## config.mk

```make
export PLATFORM = sky130hd
export DESIGN_NAME = gpr_sb
export DESIGN_NICKNAME = d
export VERILOG_FILES = /design/src/rtl/gpr_sb.sv
export SDC_FILE = /design/constraint.sdc
export NUM_CORES = 2
export LEC_CHECK = 0
export CORE_MARGIN = 2
export CORE_UTILIZATION = 56
export CTS_CLUSTER_DIAMETER = 150
export DETAILED_ROUTE_END_ITERATION = 8
export GPL_TIMING_DRIVEN = 0
export PLACE_DENSITY = 0.73
export REMOVE_ABC_BUFFERS = 1
export SLEW_MARGIN = 20
export SYNTH_ARGS = -nofsm -noshare
export SYNTH_HDL_FRONTEND = slang
export SYNTH_SLANG_ARGS = --single-unit
```

## constraint.sdc

```tcl
create_clock -name clk -period 20.5 [get_ports clk]
set_input_delay 4.1 -clock clk [delete_from_list [all_inputs] [get_ports clk]]
set_output_delay 4.1 -clock clk [all_outputs]
set_load 0.005 [all_outputs]
```

## src/rtl/gpr_sb.sv

```systemverilog
// gpr_sb: multi-port general purpose register file with a per-register busy scoreboard; x0 reads as zero.
// Optional feature: define GPR_SB_BYPASS_EN for same-cycle write-to-read forwarding of data and busy clears.
module gpr_sb #(
  parameter int unsigned XLEN = 64,
  parameter int unsigned NREG = 32,
  parameter int unsigned NRD  = 2,
  parameter int unsigned NWR  = 2,
  localparam int unsigned AW  = $clog2(NREG)
) (
  input  logic                 clk,
  input  logic                 rst,
  input  logic [NRD*AW-1:0]    rd_addr,
  output logic [NRD*XLEN-1:0]  rd_data,
  output logic [NRD-1:0]       rd_busy,
  input  logic [NWR-1:0]       wr_en,
  input  logic [NWR-1:0]       wr_clr,
  input  logic [NWR*AW-1:0]    wr_addr,
  input  logic [NWR*XLEN-1:0]  wr_data,
  input  logic                 iss_en,
  input  logic [AW-1:0]        iss_rd,
  output logic [AW:0]          busy_cnt
);

  logic [XLEN-1:0] regs [1:NREG-1];
  logic [NREG-1:1] busy;
  logic [NREG-1:1] busy_nxt;
  logic [AW:0]     cnt_nxt;
  logic [AW-1:0]   wa [NWR];
  logic [XLEN-1:0] wd [NWR];
  logic [NWR-1:0]  wv;
  logic [AW-1:0]   ra [NRD];

  // Unpack write ports; a write to x0 is never valid.
  for (genvar j = 0; j < NWR; j++) begin : g_wr
    assign wa[j] = wr_addr[j*AW +: AW];
    assign wd[j] = wr_data[j*XLEN +: XLEN];
    assign wv[j] = wr_en[j] && (wa[j] != '0);
  end

  for (genvar i = 0; i < NRD; i++) begin : g_rd
    assign ra[i] = rd_addr[i*AW +: AW];
  end

  // Clears apply first so a same-cycle issue to the same register keeps it busy.
  always_comb begin
    busy_nxt = busy;
    cnt_nxt  = '0;
    for (int j = 0; j < NWR; j++) begin
      if (wv[j] && wr_clr[j]) busy_nxt[wa[j]] = 1'b0;
    end
    if (iss_en && (iss_rd != '0)) busy_nxt[iss_rd] = 1'b1;
    for (int r = 1; r < NREG; r++) begin
      cnt_nxt = cnt_nxt + (AW+1)'(busy_nxt[r]);
    end
  end

  // Later write ports are evaluated last, so the highest port wins on an address conflict.
  always_ff @(posedge clk) begin
    if (rst) begin
      for (int r = 1; r < NREG; r++) regs[r] <= '0;
      busy     <= '0;
      busy_cnt <= '0;
    end else begin
      for (int j = 0; j < NWR; j++) begin
        if (wv[j]) regs[wa[j]] <= wd[j];
      end
      busy     <= busy_nxt;
      busy_cnt <= cnt_nxt;
    end
  end

  // Combinational read ports.
  always_comb begin
    rd_data = '0;
    rd_busy = '0;
    for (int i = 0; i < NRD; i++) begin
      if (ra[i] != '0) begin
        rd_data[i*XLEN +: XLEN] = regs[ra[i]];
        rd_busy[i]              = busy[ra[i]];
`ifdef GPR_SB_BYPASS_EN
        for (int j = 0; j < NWR; j++) begin
          if (wv[j] && (wa[j] == ra[i])) begin
            rd_data[i*XLEN +: XLEN] = wd[j];
            if (wr_clr[j] && !(iss_en && (iss_rd == ra[i]))) rd_busy[i] = 1'b0;
          end
        end
`endif
      end
    end
  end

endmodule

```

* After elaboration in Yosys (flattened, before gate mapping)
Memory sizes are Yosys's and may differ from the RTL's. Index checks and enable logic that the tools add are counted.
Word-level totals: register bits 37, bits in latches 0, bits in writable memories 1984, bits in read-only memories 0, bits of input ports 160, memories 1
Memory list:
- regs | depth 31, width 64, read ports 2, clocked after Yosys merged registers in 0, wr ports 31, RTL line 24 | logic [XLEN-1:0] regs [1:NREG-1];
Operators by class: $add $sub $neg 30, $mul 0, divide/modulo/power cells 0, order comparisons 8, eq/ne operators 0, shift-type cells 0, multiplexer cells 31, bitwise logic cells 5, reductions and logical operators 15
Operator list (count):
- 64-bit two-way mux | 4
- 6-bit by 1-bit adder with 6-bit output | 25
- 64-bit OR reduction | 2
- 31-bit two-way mux | 3
- 31-bit bitwise AND | 2
- 31-bit inverter | 2
- 31-bit bitwise OR | 1
- 5-bit by 6-bit < comparator with 1-bit output (second input constant) | 5
- 5-bit nonzero test | 5
- 1-bit two-way mux | 17
- 1-bit demux with 5-bit select | 3
- 5-bit by 1-bit >= comparator with 1-bit output (second input constant) | 3
- 1-bit binary-select mux with 5-bit select | 2
- 5-bit two-way mux | 2
- 1-bit logical AND | 8
- 5-bit by 1-bit adder with 6-bit output | 1
- 4-bit by 1-bit adder with 5-bit output | 1
- 3-bit by 1-bit adder with 4-bit output | 1
- 2-bit by 1-bit adder with 3-bit output | 1
- 1-bit by 1-bit adder with 2-bit output | 1

* Logic depth before layout (Yosys ltp)
depth in word-level cells 41, gate-level depth with buffers 20, mapped depth without buffers 18

* Worst setup path before layout
Ideal clock, no wire load.
kind input-to-output, start input port rd_addr[0], end output port rd_data[11], data arrival time 5.805 ns, data required time 16.400 ns, path slack 10.595 ns, stages 7, buffers on the path 3, path through buf_6 > buf_2 > buf_2 > mux4_2 > mux2i_1 > o22ai_1 > a211o_1
On the way: longest elaborated chain between the ends 2
Ends and longest elaborated chain:
- from (decl) | RTL line 12 | input logic [NRD*AW-1:0] rd_addr,
- memory 31 x 64 bit / 5-bit nonzero test (equally long branches)
- 64-bit two-way mux * | RTL line 77 | if (ra[i] != '0) begin
- to (decl) | RTL line 13 | output logic [NRD*XLEN-1:0] rd_data,
Mark *: on every way between the ends. The rest lies on a longest branch, timed or not.

* Worst setup path after layout
start input port rd_addr[0], end output port rd_data[28]
Same word-level chain as after synthesis.

==> impl_metrics.csv <==
group,metric,value,unit
global_route,grt_pass1_vias,89793,
drt,dr.first_iter.drc_count,19295,
layout,nFillCells,14071,
pwr,leakage,46.74,nW
clock_network,tritoncts,"yes",
worst_setup_path,critPathLaunchType,"input pin",
sta,hold_viol,0,
drt,routed_wl,490.6,mm
worst_setup_path,arrival,8.82,ns
place,dpl.hpwl,319.7,mm
sta,max_slew_margin,17.73,%
clock_network,cts_buffer_depth,3,
layout,nNetsFinal,7581,
global_route,grt_pass1_wl,676.7,mm
drt,drt-vias-per-instance,8.829,
layout,final_core_util,64.73,%
drt,drtAntennaViolNets,0,
sta,fmax,77.40,MHz
global_route,grt_usage,44.77,%
floorplan,boundaryPins,296,
pwr,power,10.46,mW
floorplan,row_count,169,
floorplan,die-width,464.7,um
pwr,ir_drop,111.3,uV
clock_network,cts_buffers,219,
layout,drive_above_1_share,29.67,%
clock_network,insertion_delay,0.93,ns
clock_network,clkTransAtPathRegs,0.06,ns
synthesis,seq_area_frac_synth,52.35,%
synthesis,ys_ff_latch,2084,
global_route,antenna_found_initial,55,
floorplan,die_area,215900,um^2
sta,fin_hold_ws,0.6177,ns
drt,drc,190,
sta,clock_skew,0.006914,ns
sta,setup_viol,0,
job,cap_violations,0,
sta,timing.final.crit_share,63.02,%
synthesis,ys.flop_type,"edfxtp_1",
run_status,violations,"DRC",
synthesis,ys_types,68,
clock_network,h-tree-depth,4,
layout,fin_cells,10431,
pwr,p_per_area,76.45,nW/um^2
clock_network,cts-root-buf,"clkbuf_16",
sta,worstMarginPinSlew,1.231,ns
sta,drv_slew,0,
synthesis,syn_inst,7504,
clock_network,cts_resized,0,
sta,rsz0062_at_grt,"false",
clock_network,hold_buffers,0,
synthesis,syn_area_per_cell,15.84,um^2
synthesis,syn_area,118800,um^2
synthesis,ys.warnings.count,0,
drt,wl_per_cell,47.03,um
layout,final_common_cell,"edfxtp_1",
worst_setup_path,critPathCaptureType,"output pin",
floorplan,initial_core_util,56.20,%
global_route,grt_max_degree,89,
synthesis,async_reset_ff_share,0,%
sta,fin_tns_setup,0,ns
floorplan,core_area,211500,um^2
sta,period_needed,12.92,ns
drt,first_pass_iters,9,
worst_setup_path,cp_max_fo,81,
worst_hold_path,worstHoldPathType,"reg -> reg",
place,dp_cells,9990,
layout,layout_common_cells,"edfxtp_1 (2047), a22o_1 (1995), mux4_2 (1115)",
layout,area_growth,15.18,%
global_route,overflow,0,
run_status,status,"finished with violations",
worst_setup_path,critical_path_class,"in -> out",
floorplan,die_y,464.7,um
clock_network,cts_sinks,2084,
place,place.gp.congestion,0.8791,
synthesis,synth_edf_count,2047,
clock_network,post-cts-setup-buffers,0,
worst_setup_path,worstPathRequired,16.40,ns
drt,vias,92096,
place,io_buffer_count,295,
==> critical path: stages <==
cell	delay, ns
buf_16	0.11
buf_16	0.22
buf_16	0.38
buf_16	0.37
buf_16	0.29
o31ai_4	1.08
buf_6	0.30
buf_8	0.20
buf_6	0.20
o22a_1	0.16
o221ai_1	0.34
clkdlybuf4s50_1	0.59
==> worst paths after layout <==
check | from | to | slack [ns] | cells after the start
worst min-delay path | busy[22] | busy[22] | 0.62 | 2
worst max-delay path | rd_addr[0] | rd_data[28] | 7.58 | 12
worst max register to register | busy[28] | busy_cnt[4] | 15.27 | 15
worst min register to register | busy[22] | busy[22] | 0.62 | 2
==> cell usage after synthesis (6+ instances only) <==
cell / instances / area [um^2]
a2111oi_0: 6 / 52.55
a211o_1: 25 / 219.0
a211oi_1: 7 / 52.55
a21o_1: 88 / 660.6
a21oi_1: 15 / 75.07
a22o_1: 1995 / 17470
a22oi_1: 51 / 382.9
a32oi_1: 8 / 70.07
and3b_1: 9 / 78.83
buf_1: 96 / 360.4
buf_2: 243 / 1216
buf_4: 44 / 330.3
buf_6: 52 / 585.6
clkbuf_1: 793 / 2977
dfxtp_1: 37 / 740.7
edfxtp_1: 2047 / 61470
fa_1: 23 / 460.4
ha_1: 7 / 87.58
inv_1: 31 / 116.4
mux2_2: 53 / 596.8
mux2i_1: 249 / 2492
mux4_2: 1115 / 25110
nand2_1: 52 / 195.2
nand2b_1: 8 / 50.05
nand3_1: 6 / 30.03
nand3b_1: 10 / 75.07
nand4_1: 14 / 87.58
nor2_1: 91 / 341.6
nor2b_1: 31 / 193.9
nor3_1: 13 / 65.06
nor3_2: 25 / 250.2
nor3_4: 7 / 113.9
nor3b_1: 8 / 60.06
o21ai_0: 16 / 80.08
o221ai_1: 13 / 113.9
o22a_1: 7 / 61.31
o22ai_1: 113 / 706.9
or3_1: 19 / 118.9
or3b_1: 6 / 52.55
==> sequential cells by signal, summed over array words and instances, names as in the netlist <==
name      flops
regs       2047
busy         31
busy_cnt      6
==> report_power, final <==
part	internal, mW	total (mW)	switching [mW]
logic	0.668	1.53	0.866
registers	4.93	5.07	0.134
clock network	2.11	3.86	1.75
==> final cells by class <==
| type | instances | area (um^2) | area share (%) |
|---|---|---|---|
| Antenna cell | 37 | 92.59 | 0.06765 |
| Inverter | 34 | 157.7 | 0.1152 |
| Clock buffer | 269 | 5774 | 4.219 |
| Tap cell | 2821 | 3530 | 2.579 |
| Timing Repair Buffer | 832 | 12240 | 8.943 |
| Clock inverter | 134 | 923.4 | 0.6746 |
| Multi-Input combinational cell | 4220 | 51940 | 37.95 |
| Sequential cell | 2084 | 62210 | 45.45 |
==> routing by layer <==
metal / vias to the layer above / global-route usage, % / part of all wire (%)
met3: 3305 / 24.86 / 20
met2: 11614 / 59.35 / 40
met4: 47 / 31.54 / 9.4
li1: 31954 / - / -
met5: - / 2.072 / 0.14
met1: 45176 / 54.90 / 30
==> cell families (layout without fill, tap and decap cells) <==
family	count (synthesis)	count (layout)	synth area share (%)
and+or+nand+nor	337	337	1.746
muxes	1417	1417	23.73
adders and majority gates	30	30	0.4612
xor gates and xnor gates	1	1	0.007371
buffers and inverters	1262	1269	4.710
DFF	2084	2084	52.35
other	1	100	0.003156
AOI/OAI and AO/OA	2372	2372	16.99
==> metrics by stage <==
stage / worst slack (ns) / area (um^2)
after detailed placement: 7.687 / 130600
after global placement: -79.97 / 120100
after CTS: 7.672 / 137300
final: 7.580 / 136900
after floorplan: 8.896 / 113600
after global routing: 7.379 / 136800
Note: power is estimated with default switching activity, not from simulation.
